==> src/rtl/ps2_pkg.sv <==
// ps2_pkg: shared PS/2 host-side definitions (FSM states, error bit positions,
// common keyboard command bytes). Used by both the transmit and receive paths.
// No logic; types, constants and one parity helper only.
package ps2_pkg;

  // Host transmit FSM states
  typedef enum logic [2:0] {
    ST_IDLE      = 3'd0,
    ST_INHIBIT   = 3'd1,
    ST_START     = 3'd2,
    ST_SEND      = 3'd3,
    ST_ACK       = 3'd4,
    ST_WAIT_IDLE = 3'd5,
    ST_DONE      = 3'd6
  } ps2_state_e;

  // Bit positions inside tx_err
  localparam int ERR_TIMEOUT = 0;
  localparam int ERR_NOACK   = 1;

  // Common keyboard commands
  localparam logic [7:0] CMD_SET_LEDS = 8'hED;
  localparam logic [7:0] CMD_RESET    = 8'hFF;

  // Last data-carrying device edge number (d0..d7 on 1..8, parity on 9)
  localparam logic [3:0] LAST_DATA_EDGE = 4'd9;

  // PS/2 uses odd parity: the parity bit makes the 9-bit total odd
  function automatic logic odd_parity(input logic [7:0] d);
    return ~^d;
  endfunction

endpackage

==> src/rtl/ps2_host_tx_sync.sv <==
// sync: two-flop synchronizer for one asynchronous PS/2 pin.
// Latency: 2 clk cycles from pin to o_q.
// Backpressure: none (free-running sampler).
//
// Ports:
//   i_clk    - system clock
//   i_resetn - synchronous active-low reset; flops load RST_VAL
//   i_d      - asynchronous input pin value
//   o_q      - synchronized value
module sync #(
  parameter logic RST_VAL = 1'b1   // PS/2 lines idle high
) (
  input  logic i_clk,
  input  logic i_resetn,
  input  logic i_d,
  output logic o_q
);

  logic r_meta;
  logic r_q;

  always_ff @(posedge i_clk) begin
    if (!i_resetn) begin
      r_meta <= RST_VAL;
      r_q    <= RST_VAL;
    end else begin
      r_meta <= i_d;
      r_q    <= r_meta;
    end
  end

  assign o_q = r_q;

endmodule

==> src/rtl/ps2_host_tx.sv <==
// ps2_host_tx: PS/2 host-to-device transmitter (inhibit, start, 8 data LSB-first,
// odd parity, stop, device ACK) driving open-drain pull-low enables.
// Latency: request accepted one cycle after i_tx_start in IDLE; device edge -> dat_oe in 3 cycles.
// Backpressure: i_tx_start is only accepted in IDLE; o_tx_busy high means requests are ignored.
//
// Ports:
//   i_clk, i_resetn          - system clock, synchronous active-low reset
//   i_tx_data, i_tx_start    - byte to send and level request (sampled in IDLE only)
//   o_tx_busy, o_rx_inhibit  - high from accept through the done cycle
//   o_tx_done, o_tx_err      - one-cycle completion pulse and its status (bit0 timeout, bit1 no ACK)
//   i_ps2_clk_in/_dat_in     - raw asynchronous pin values
//   o_ps2_clk_oe/_dat_oe     - 1 = pull the pin low, 0 = release
module ps2_host_tx
  import ps2_pkg::*;
#(
  parameter int INHIBIT_CYCLES = 5000,
  parameter int START_CYCLES   = 2,
  parameter int TIMEOUT_CYCLES = 750000
) (
  input  logic       i_clk,
  input  logic       i_resetn,
  input  logic [7:0] i_tx_data,
  input  logic       i_tx_start,
  output logic       o_tx_busy,
  output logic       o_tx_done,
  output logic [1:0] o_tx_err,
  output logic       o_rx_inhibit,
  input  logic       i_ps2_clk_in,
  input  logic       i_ps2_dat_in,
  output logic       o_ps2_clk_oe,
  output logic       o_ps2_dat_oe
);

  // One counter serves the inhibit, start and watchdog phases; size it for
  // whichever load is largest (normally the watchdog).
  localparam int CNT_MAX_A = (TIMEOUT_CYCLES > INHIBIT_CYCLES) ? TIMEOUT_CYCLES : INHIBIT_CYCLES;
  localparam int CNT_MAX   = (CNT_MAX_A > START_CYCLES) ? CNT_MAX_A : START_CYCLES;
  localparam int CNT_W     = $clog2(CNT_MAX + 1);

  // Phase counters load N-1 so the phase lasts exactly N cycles.
  localparam logic [CNT_W-1:0] INH_LOAD   = CNT_W'(INHIBIT_CYCLES - 1);
  localparam logic [CNT_W-1:0] START_LOAD = CNT_W'(START_CYCLES - 1);
  localparam logic [CNT_W-1:0] WD_LOAD    = CNT_W'(TIMEOUT_CYCLES);
  localparam logic [CNT_W-1:0] CNT_ONE    = CNT_W'(1);

  ps2_state_e       r_state;
  logic [CNT_W-1:0] r_cnt;
  logic [8:0]       r_shift;      // {parity, data}, shifted out LSB first
  logic [3:0]       r_bitcnt;     // device falling edges seen in SEND, 0..10
  logic [1:0]       r_err;
  logic             r_clk_oe;
  logic             r_dat_oe;
  logic             r_clk_prev;   // previous synchronized clock for edge detect

  logic w_clk_s;
  logic w_dat_s;
  logic w_fe;
  logic w_cnt_zero;

  sync #(.RST_VAL(1'b1)) u_sync_clk (
    .i_clk    (i_clk),
    .i_resetn (i_resetn),
    .i_d      (i_ps2_clk_in),
    .o_q      (w_clk_s)
  );

  sync #(.RST_VAL(1'b1)) u_sync_dat (
    .i_clk    (i_clk),
    .i_resetn (i_resetn),
    .i_d      (i_ps2_dat_in),
    .o_q      (w_dat_s)
  );

  assign w_fe       = r_clk_prev & ~w_clk_s;
  assign w_cnt_zero = (r_cnt == '0);

  always_ff @(posedge i_clk) begin
    if (!i_resetn) begin
      r_state    <= ST_IDLE;
      r_cnt      <= '0;
      r_shift    <= '0;
      r_bitcnt   <= '0;
      r_err      <= '0;
      r_clk_oe   <= 1'b0;
      r_dat_oe   <= 1'b0;
      r_clk_prev <= 1'b1;
    end else begin
      r_clk_prev <= w_clk_s;

      case (r_state)
        ST_IDLE: begin
          if (i_tx_start) begin
            r_shift  <= {odd_parity(i_tx_data), i_tx_data};
            r_bitcnt <= '0;
            r_err    <= '0;
            r_cnt    <= INH_LOAD;
            r_clk_oe <= 1'b1;
            r_dat_oe <= 1'b0;
            r_state  <= ST_INHIBIT;
          end
        end

        // Device edges here are our own inhibit pulling the line; ignore them.
        ST_INHIBIT: begin
          if (w_cnt_zero) begin
            r_cnt    <= START_LOAD;
            r_dat_oe <= 1'b1;           // start bit (0) goes out with clock still held
            r_state  <= ST_START;
          end else begin
            r_cnt <= r_cnt - CNT_ONE;
          end
        end

        ST_START: begin
          if (w_cnt_zero) begin
            r_cnt    <= WD_LOAD;
            r_clk_oe <= 1'b0;           // hand the clock to the device; data stays low
            r_state  <= ST_SEND;
          end else begin
            r_cnt <= r_cnt - CNT_ONE;
          end
        end

        ST_SEND: begin
          if (w_fe) begin
            r_cnt    <= WD_LOAD;
            r_bitcnt <= r_bitcnt + 4'd1;
            if (r_bitcnt == LAST_DATA_EDGE) begin
              // Tenth edge: release data so the device sees the stop bit (1).
              r_dat_oe <= 1'b0;
              r_state  <= ST_ACK;
            end else begin
              r_dat_oe <= ~r_shift[0];
              r_shift  <= {1'b0, r_shift[8:1]};
            end
          end else if (w_cnt_zero) begin
            r_clk_oe           <= 1'b0;
            r_dat_oe           <= 1'b0;
            r_err[ERR_TIMEOUT] <= 1'b1;
            r_state            <= ST_DONE;
          end else begin
            r_cnt <= r_cnt - CNT_ONE;
          end
        end

        // Device pulls data low around its eleventh falling edge to acknowledge.
        ST_ACK: begin
          if (w_fe) begin
            r_cnt            <= WD_LOAD;
            r_err[ERR_NOACK] <= w_dat_s;
            r_state          <= ST_WAIT_IDLE;
          end else if (w_cnt_zero) begin
            r_clk_oe           <= 1'b0;
            r_dat_oe           <= 1'b0;
            r_err[ERR_TIMEOUT] <= 1'b1;
            r_state            <= ST_DONE;
          end else begin
            r_cnt <= r_cnt - CNT_ONE;
          end
        end

        ST_WAIT_IDLE: begin
          if (w_clk_s && w_dat_s) begin
            r_state <= ST_DONE;
          end else if (w_fe) begin
            r_cnt <= WD_LOAD;
          end else if (w_cnt_zero) begin
            r_clk_oe           <= 1'b0;
            r_dat_oe           <= 1'b0;
            r_err[ERR_TIMEOUT] <= 1'b1;
            r_state            <= ST_DONE;
          end else begin
            r_cnt <= r_cnt - CNT_ONE;
          end
        end

        ST_DONE: begin
          r_state <= ST_IDLE;
        end

        default: begin
          r_clk_oe <= 1'b0;
          r_dat_oe <= 1'b0;
          r_state  <= ST_IDLE;
        end
      endcase
    end
  end

  // All status outputs are decodes of registered state, so they are glitch-free
  // and tx_done / tx_err change on the same edge.
  assign o_tx_busy    = (r_state != ST_IDLE);
  assign o_tx_done    = (r_state == ST_DONE);
  assign o_tx_err     = (r_state == ST_DONE) ? r_err : 2'b00;
  assign o_rx_inhibit = o_tx_busy;
  assign o_ps2_clk_oe = r_clk_oe;
  assign o_ps2_dat_oe = r_dat_oe;

endmodule

==> config.mk <==
export PLATFORM = sky130hd
export DESIGN_NAME = ps2_host_tx
export DESIGN_NICKNAME = d
export VERILOG_FILES = /design/src/rtl/ps2_pkg.sv /design/src/rtl/ps2_host_tx_sync.sv /design/src/rtl/ps2_host_tx.sv
export SDC_FILE = /design/constraint.sdc
export NUM_CORES = 1
export LEC_CHECK = 0
export ABC_AREA = 1
export CORE_UTILIZATION = 30
export DETAILED_ROUTE_END_ITERATION = 10
export SLEW_MARGIN = 20
export SYNTH_ARGS = -nofsm -noshare
export SYNTH_HDL_FRONTEND = slang
export SYNTH_SLANG_ARGS = --single-unit
==> constraint.sdc <==
create_clock -name i_clk -period 1.74 [get_ports i_clk]
set_clock_uncertainty 0.05 [all_clocks]
set_input_delay 0.174 -clock i_clk [delete_from_list [all_inputs] [get_ports i_clk]]
set_output_delay 0.174 -clock i_clk [all_outputs]
set_load 0.01 [all_outputs]
==> results of run 1 <==
[repair_timing]
| item | 4_1_cts | 5_1_grt |
|---|---|---|
| pin swaps | 4 | 14 |
| setup buffers | 0 | 7 |
| cloned | 0 | 0 |
| resized for setup | 14 | 54 |
| setup endpoints to repair | 29 | 28 |
[state kept, by name (all words and copies together), names as in the netlist]
name and flops:
o_ps2_dat_oe 1, r_err 2, r_cnt 20, u_sync_dat.o_q 1, o_ps2_clk_oe 1, r_state 3
r_shift 9, u_sync_clk.o_q 1, r_clk_prev 1, u_sync_dat.r_meta 1, u_sync_clk.r_meta 1, r_bitcnt 4
[through the flow]
step / setup TNS (ns) / power (mW)
global route: -0.229 / 7.00
finish: 0 / 6.44
floorplan: 0 / 3.79
CTS: 0 / 5.94
detailed placement: -0.541 / 5.06
global placement: -0.00749 / 5.04
[path summary, 6_finish.rpt]
| check | startpoint | endpoint | slack [ns] | cells past startpoint |
|---|---|---|---|---|
| min reg2reg | u_sync_clk.r_meta | u_sync_clk.o_q | 0.37 | 1 |
| max | r_cnt[1] | r_cnt[7] | 0.08 | 10 |
| min | u_sync_clk.r_meta | u_sync_clk.o_q | 0.37 | 1 |
| max reg2reg | r_cnt[1] | r_cnt[7] | 0.08 | 10 |
[logic make-up after synthesis]
logic type	synth area share (%)
and+or+nand+nor	40.3
AOI/OAI and AO/OA	13.6
buffers and inverters	9.49
DFF	31.5
xor gates and xnor gates	3.37
adders and majority gates	1.75
[worst max-delay path, cell delays in order, from the launching register on]
cell and delay (ns):
dfxtp_2 0.33, inv_2 0.08, ha_4 0.15, nand2_4 0.05, nor2_4 0.13, nand3_4 0.16, nor2_4 0.18, nor2_8 0.09
nand2_4 0.11, inv_1 0.11, a21oi_1 0.14
[placed cells by master (no fill, tap or decap), drive strengths merged]
| cell type | instances |
|---|---|
| buf | 59 |
| o21ai | 29 |
| nor2 | 68 |
| nor3 | 9 |
| a31oi | 8 |
| dfxtp | 45 |
| nand4 | 7 |
| inv | 52 |
| and3 | 1 |
| xnor2 | 6 |
| clkbuf | 5 |
| clkinvlp | 1 |
| dlygate4sd2 | 5 |
| a21oi | 32 |
| or2 | 6 |
| clkdlybuf4s50 | 14 |
| nand2 | 131 |
| clkinv | 3 |
| xor2 | 5 |
| nand3 | 29 |
| bufinv | 1 |
| a211oi | 2 |
| nand3b | 1 |
| ha | 4 |
[where the power goes]
part	internal, mW	switching [mW]	total (mW)
Combinational	1.75	2.34	4.09
Sequential	1.32	0.213	1.53
Clock	0.430	0.381	0.811
Total	3.50	2.94	6.44
[metal layers]
layer  up-vias  global-route usage (%)  wire, um  share of wire [%]
met3        14                    2.95       245                3.2
met2        59                    27.0      3620                 48
met1      1333                    19.7      3590                 47
li1       1574                       -         -                  -
met4         0                    4.30       140                1.8
met5         -                       0         0                  0
[layout make-up]
type	instances	area share (%)
clock buffers	5	1.77
clock inverters	3	1.19
inverters	54	5.33
multi-input cells	338	47.4
flip-flops and latches	45	23.5
well taps	129	4.14
repair buffers	78	16.7
==> summary.txt, run 1 <==
Global routing
  – GRT overflow: 0
  – Initial antenna violation count: 0
  – First-pass GRT wire length: roughly 13000 um
  – Via count of the first global-routing pass: 2802
  – Largest net degree at the start of global routing: 19
  – Gr usage total: 15.6%

Synth
  – Synth cell count leaders: 125 x nand2_1, 58 x nor2_1, 47 x inv_1, 45 x dfxtp_1, 31 x a21oi_1
  – Top cell type's share of synthesized area: about a third
  – Count leader, synth: nand2_1
  – Syn avg cell area: approximately 6.4 um^2
  – Synthesized net count: roughly 460
  – Yosys warns: 0
  – Gate Count Post-Synth: ~450
  – Largest area contributor in the netlist: dfxtp_1
  – Synthesized cell area: approximately 2900 um^2
  – Yosys cell types: 34
  – Ranking of synthesized cells by area: dfxtp_1 31%, nand2_1 16%, nor2_1 7.6%
  – Seq/Total Area, Yosys: between 30% and 40%
  – Post-synth top flop: dfxtp_1
  – Ys async rst share: 0%
  – Yosys reg bits: between 40 and 50
  – EDFF count, synth: 0

Pwr
  – Peak VDD IR: 0.597 mV
  – Cell Pwr Density: 1650 nW/um^2
  – Static Leakage: between 1.5 and 2 nW

Timing
  – Final setup fails: 0
  – Final Max Tran Viols: 0
  – Tmin final: ~1.7 ns
  – Worst hold slack: about 0.37 ns
  – RSZ-0062 raised after global routing: true
  – Slew @ Worst Pin: between 0.4 and 0.5 ns
  – Final WS setup: approximately 0.08 ns
  – Period utilization: 95.3%
  – Final hold violation count: 0
  – Fmax: slightly above 0.6 GHz
  – Max_slew headroom: a little over 70%

Floorplan
  – Row Count: 35
  – Core area: a little over 9000 um^2
  – Die height: 99.7 um
  – Starting Density: a little under a third
  – Number of I/O pins: 20
  – DIE WIDTH: ~100 um
  – Die area: 9930 um^2

Setup path
  – CP arrival: roughly 1.9 ns
  – WP data required: ~1.9 ns
  – CP max FO: 8
  – CP Class: register to register
  – Crit. End Element: register
  – Startpoint Class: register

Clocking
  – Clock Sinks: 45
  – Root Buffer: clkbuf_8
  – Clock-pin slew on the worst setup and hold paths: approximately 0.1 ns
  – CTS tree: done
  – Hold-fix buffers, CTS: 0
  – H-tree levels: 2
  – Clk buf depth: 2
  – Clock Latency Late Sink: around 0.30 ns
  – Cts bufs inserted: 5

Placement
  – Dpl cells: ~640
  – Gp weighted congestion: ~0.92
  – Pre-CTS WS: -0.0718 ns
  – Port Buffers: 19
  – Post-DP HPWL: around 5700 um
  – Dpl cell area: roughly 3500 um^2

Status
  – Outcome: finished, final reports clean

Layout
  – Layout area overhead: 36.2%
  – Post-layout util: between 40% and 50%
  – Antenna cells: 0
  – Proportion of layout cells with a drive suffix above 1: about 28%
  – Register area: 916 um^2
  – Final std cells w/o fill: approximately 650
  – Multi-input logic area: approximately 1800 um^2
  – Post-route cell area: around 4000 um^2
  – Nets: 539
  – Fillers: around 1000

Drt
  – Initial DRC Count: around 110
  – Drt pass-1 iters: 4
  – Routed vias: just under 3000
  – Routed WL per cell: between 10 and 15 um
  – DR DRC count: 0
  – DRT Wirelength: 7600 um
  – Vias per cell: between 4 and 5
  – Post-DRT Antenna Nets: 0

Run
  – Max cap viols: 0

Worst hold path
  – Min-delay worst type: register to register
No activity file was read; power rests on OpenSTA's default activity.
==> inputs of run 2 (changes only) <==
MAX_ROUTING_LAYER = met4   (was default)
==> summary.txt, run 2 (synthesis gave the netlist of run 1 again) <==
Clocking
  – Cts bufs inserted: 5
  – Clock Latency Late Sink: around 0.3 ns
  – Clock-pin slew on the worst setup and hold paths: roughly 0.10 ns
  – Clock Sinks: 45
  – Root Buffer: clkbuf_8
  – Clk buf depth: 2
  – Hold-fix buffers, CTS: 0
  – CTS tree: done
  – H-tree levels: 2

Timing
  – Period utilization: between 90% and 100%
  – Post-route setup TNS: 0 ns
  – RSZ-0062 raised after global routing: true
  – Max_slew headroom: between 80 and 90%
  – Final hold violation count: 0
  – Final Max Tran Viols: 0
  – Tmin final: approximately 1.7 ns
  – Final setup fails: 0
  – Fmax: just under 0.6 GHz
  – Slew @ Worst Pin: between 0.2 and 0.3 ns

Global routing
  – Via count of the first global-routing pass: about 2800
  – GRT overflow: 0
  – Gr usage total: between 10% and 20%
  – Largest net degree at the start of global routing: 19
  – First-pass GRT wire length: 12700 um
  – Initial antenna violation count: 0

Floorplan
  – Core area: ~9200 um^2
  – Number of I/O pins: 20
  – Die height: 99.7 um
  – Starting Density: a little under a third
  – Die area: slightly below 10000 um^2
  – DIE WIDTH: 99.7 um
  – Row Count: 35

Setup path
  – Cell mode on critical path: nor2_4
  – CP Class: register to register
  – Startpoint Class: register
  – CP arrival: between 1.5 and 2 ns
  – Crit-path slowest cell: dfxtp_2
  – WP data required: 1.89 ns
  – Worst Setup SP: r_cnt[1]
  – CP max FO: 8
  – Crit path largest cell delay: about 0.34 ns
  – Crit. End Element: register
  – Worst path cell trace: inv_2 -> ha_4 -> nand2_2 -> nor2_4 -> nand3_4 -> nor2_4 -> buf_6 -> nor2_4 -> o21ai_0 -> a21oi_1
  – Launching point of the worst reg2reg path: r_cnt[1]

Pwr
  – Total power after layout: about 6.4 mW
  – Peak VDD IR: 0.851 mV
  – Cell Pwr Density: roughly 1700 nW/um^2
  – Static Leakage: ~1.8 nW

Layout
  – Largest Register: r_cnt
  – Top Registers: r_cnt x20, r_shift x9, r_bitcnt x4
  – Commonest non-fill, non-tap cell in the layout: nand2_1
  – Nets: approximately 540
  – Antenna cells: 0
  – Post-route cell area: between 3000 and 4000 um^2
  – Proportion of layout cells with a drive suffix above 1: between 20% and 30%
  – Max FFs per register: 20
  – Layout area overhead: 34.5%
  – Most frequent cells in the layout: 115 x nand2_1, 51 x buf_4, 50 x nor2_1
  – Final std cells w/o fill: around 650

Drt
  – Routed WL per cell: approximately 12 um
  – Vias per cell: roughly 4.6
  – Initial DRC Count: roughly 160
  – DRT Wirelength: between 7000 and 8000 um
  – Drt pass-1 iters: 4
  – Routed vias: between 2000 and 3000
  – Post-DRT Antenna Nets: 0
  – DR DRC count: 0

Worst hold path
  – Min-delay worst type: register to register
  – Worst Hold Launch: u_sync_clk.r_meta

Status
  – Outcome: finished, final reports clean

Placement
  – Gp weighted congestion: around 0.95
  – Dpl cell area: ~3500 um^2
  – Post-DP HPWL: slightly below 6000 um
  – Dpl cells: roughly 640
  – Port Buffers: 19

Run
  – Max cap viols: 0
## run 2: stage by stage
stage / hold slack, ns / utilization, % / setup WS, ns
6_report: 0.369 / 41.7 / 0.0536
5_1_grt: 0.387 / 41.7 / -0.0576
4_1_cts: 0.372 / 39.9 / 0.00991
3_5_place_dp: 0.350 / 38.3 / -0.0728
3_3_place_gp: 0.344 / 38.3 / 0.0233
2_1_floorplan: 0.231 / - / 0.125
## run 2: what timing repair did
action / 4_1_cts / 5_1_grt
gates cloned: 0 / 1
pin swaps: 4 / 11
setup endpoints to repair: 28 / 35
buffers inserted: 2 / 2
gates resized for setup: 14 / 38
## run 2: routing by layer
metal | vias to the layer above | routed length (um) | global-route usage (%)
met1 | 1324 | 3640 | 20.8
met4 | 0 | 17 | 3.39
met3 | 2 | 325 | 2.32
li1 | 1572 | - | -
met5 | - | 0 | -
met2 | 65 | 3710 | 26.7
## run 2: final timing paths
kind,endpoint,slack (ns),cells after the start
worst max-delay path,r_cnt[7],0.05,10
worst min-delay path,u_sync_clk.o_q,0.37,1
worst max register to register,r_cnt[7],0.05,10
worst min register to register,u_sync_clk.o_q,0.37,1
## run 2: report_power, final
part	internal (mW)	switching [mW]	total, mW	leakage (nW)
sequential	1.32	0.215	1.53	0.372
combinational	1.67	2.34	4.01	1.37
clock	0.430	0.388	0.818	0.0543
## run 2: final cells by class
class,instances,area (um^2)
inverter,54,208
clock buffer,5,68.8
clock inverter,3,46.3
tap,129,161
sequential,45,912
multi-input combinational,339,1830
timing repair buffer,74,621
fill,955,5390
## run 2: worst max-delay path, delay by kind of cell, from the launching register on
kind | cells | cell delay (ns)
AND/OR/NAND/NOR | 5 | 0.63
adder cells (fa/ha/maj) | 1 | 0.14
flip-flops | 1 | 0.34
AO/OA/AOI/OAI | 2 | 0.20
buffers and inverters | 2 | 0.22
==> inputs of run 3 (changes only) <==
GPL_TIMING_DRIVEN = 1   (was default)
SYNTH_HIERARCHICAL = 1   (was default)
TNS_END_PERCENT = 100   (was default)
==> summary.txt, run 3 <==
Synth
  – Simple-Gate Fraction of Synth Area: approximately two fifths
  – Ranking of synthesized cells by area: dfxtp_1 32%, nand2_1 15%, nor2_1 11%
  – Gate Count Post-Synth: about 440
  – Top cell type's share of synthesized area: about a third
  – Post-synth top flop: dfxtp_1
  – Yosys cell types: 39
  – Largest area contributor in the netlist: dfxtp_1
  – Syn avg cell area: between 6 and 7 um^2
  – Ys async rst share: 0%
  – Synthesized net count: approximately 450
  – Compound-cell area share of the yosys netlist: between 10 and 15%
  – Yosys warns: 6
  – Largest family of logic cells by synthesized area: simple AND/OR/NAND/NOR gates
  – Seq/Total Area, Yosys: between 30% and 40%
  – Synthesized cell area: ~2800 um^2
  – Yosys reg bits: 45
  – Synth Area in Adders: 1.78%
  – Synth cell count leaders: 112 x nand2_1, 79 x nor2_1, 49 x inv_1, 45 x dfxtp_1, 33 x nand3_1
  – Multiplexer share of the synthesized area: 0%
  – Count leader, synth: nand2_1
  – EDFF count, synth: 0
  – Synth Area in XOR/XNOR: 3.73%

Timing
  – Max_slew headroom: approximately two thirds
  – Tmin final: 1.66 ns
  – Period utilization: 95.6%
  – Fmax: between 0.6 and 0.7 GHz
  – Final Max Tran Viols: 0
  – Final hold violation count: 0
  – Final setup fails: 0
  – Slew @ Worst Pin: just under 0.5 ns
  – RSZ-0062 raised after global routing: true

Setup path
  – Startpoint Class: register
  – R2R Setup Slk: around 0.076 ns
  – WP data required: roughly 1.9 ns
  – Worst Setup SP: r_state[2]
  – Crit path largest cell delay: 0.35 ns
  – Crit. End Element: register
  – Worst path cell trace: inv_1 -> nand3_4 -> buf_4 -> a31oi_2 -> nor2_1 -> nor2_4 -> buf_12 -> nand3_1 -> o211a_1
  – CP max FO: 16
  – CP arrival: between 1.5 and 2 ns
  – FF-to-FF path depth: 9
  – Worst flop-to-flop path endpoint: r_shift[3]
  – Buf/Inv on CP: 3
  – Crit path max-delay family: buffers and inverters
  – Launching point of the worst reg2reg path: r_state[2]
  – Crit-path slowest cell: dfxtp_2
  – CP Class: register to register

Global routing
  – Via count of the first global-routing pass: 2889
  – Initial antenna violation count: 0
  – GRT overflow: 0
  – First-pass GRT wire length: 12600 um
  – Largest net degree at the start of global routing: 25
  – Gr usage total: between 10% and 20%

Pwr
  – P_int: around 3.4 mW
  – Peak VDD IR: 0.786 mV
  – Static Leakage: roughly 1.9 nW
  – Sw Share: 45.5%
  – Sequential power share: 24.9%
  – Clk pwr share: 10.3%
  – Switch Pwr: about 2.9 mW
  – Logic pwr share: 64.7%
  – Total power after layout: 6.29 mW
  – Cell Pwr Density: ~1600 nW/um^2

Floorplan
  – Starting Density: 30.8%
  – Die height: slightly below 100 um
  – Die area: around 9800 um^2
  – Core area: about 9000 um^2
  – Number of I/O pins: 20
  – DIE WIDTH: just under 100 um
  – Row Count: 35

Layout
  – Proportion of layout cells with a drive suffix above 1: between 20% and 30%
  – Nets: between 500 and 600
  – Post-layout util: 42.2%
  – Top Registers: r_cnt x20, r_shift x9, r_bitcnt x4
  – Antenna cells: 0
  – Commonest non-fill, non-tap cell in the layout: nand2_1
  – Layout area overhead: 36.9%
  – Largest Register: r_cnt
  – Max FFs per register: 20
  – Final std cells w/o fill: around 630
  – Most frequent cells in the layout: 107 x nand2_1, 63 x nor2_1, 62 x buf_4

Drt
  – Drt pass-1 iters: 5
  – Routed vias: 3008
  – DR DRC count: 0
  – WL met1: ~3500 um
  – Routed WL per cell: around 12 um
  – Metal2 WL: 3720 um
  – Vias per cell: about 4.8
  – DRT Wirelength: approximately 7500 um
  – Initial DRC Count: approximately 130
  – Post-DRT Antenna Nets: 0
  – Metal3 WL: roughly 280 um
  – DR top layer: met4

Placement
  – Gp weighted congestion: around 0.9
  – Port Buffers: 19
  – Dpl cells: around 620
  – Post-DP HPWL: 5870 um

Run
  – Max cap viols: 0

Worst hold path
  – WHS Endpoint: u_sync_dat/r_meta
  – Min-delay worst type: input pin to register
  – Worst Hold Launch: i_ps2_dat_in
  – Hold Crit Depth: 3

Clocking
  – CTS tree: done
  – Clk buf depth: 2
  – Clock Sinks: between 40 and 50
  – H-tree levels: 2
  – Clock-pin slew on the worst setup and hold paths: around 0.09 ns
  – Cts bufs inserted: 5
  – Root Buffer: clkbuf_8
  – Clock Latency Late Sink: about 0.30 ns
  – Hold-fix buffers, CTS: 0

Status
  – Outcome: finished, final reports clean
## run 3: cell count changes in the layout (fill, tap and decap cells not counted), sizes merged, moves of 4 or more
| cell | delta |
|---|---|
| o211a | +8 |
| nand2 | -12 |
| or2 | -4 |
| nor2 | +15 |
| nor3 | -7 |
| nand3 | +6 |
| a21oi | -7 |
| a31oi | -6 |
| buf | +10 |
| o21ai | -10 |
## run 3: worst max path at each step
stage               slack [ns]    endpoint  cells past startpoint
finish                    0.08  r_shift[3]                      9
detailed placement       -0.03    r_cnt[6]                     10
global route             -0.05   r_cnt[17]                     10
CTS                       0.01  r_state[0]                     10
floorplan                 0.12   r_cnt[10]                     12
global placement         -0.06    r_cnt[3]                     10
## run 3: area by class of cell
type	instances	area (um^2)
clock inverter	3	17.5
sequential	45	910
inverter	54	205
fill	968	5290
timing repair buffer	84	704
tap	111	139
clock buffer	5	68.8
multi-input combinational	330	1810
## run 3: kinds of logic (layout without fill, tap and decap cells)
logic type / after synthesis / count (layout)
simple gates: 253 / 253
buf+inv: 62 / 146
flops: 45 / 45
xor+xnor: 12 / 12
compound gates: 61 / 61
fa+ha+maj: 4 / 4
## run 3: per-layer routing
metal  GRT usage [%]  vias up
met3            2.34        6
met4            2.87        0
li1                -     1556
met5               -        -
met1            19.8     1381
met2            28.1       65
## run 3: worst reg2reg max path: cells and delay by family, from the launching register on
kind | cells | cell delay, ns
buffers and inverters | 3 | 0.45
and+or+nand+nor | 4 | 0.43
DFF | 1 | 0.35
AOI/OAI and AO/OA | 2 | 0.28
## run 3: per-stage QoR
stage	setup WS [ns]	cell area, um^2	hold WS (ns)	TNS, ns
finish	0.0764	3860	0.348	0
global route	-0.0549	3860	0.358	-0.488
CTS	0.0126	3690	0.340	0
detailed placement	-0.0291	3590	0.346	-0.144
global placement	-0.0551	3590	0.335	-0.235
floorplan	0.118	2820	0.193	0
## run 3: repair_timing
item	4_1_cts	5_1_grt
endpoints found under the hold margin	0	0
setup buffers	0	1
cloned	0	0
pin swaps	0	6
resized for setup	13	41
endpoints found under the setup margin	13	40
## run 3: power by group through the flow
stage	logic, mW	registers (mW)	clock network [mW]
CTS	3.67	1.54	0.681
global route	4.49	1.61	0.723
floorplan	2.17	1.57	0
global placement	3.61	1.53	0
finish	4.07	1.57	0.650
detailed placement	3.66	1.54	0
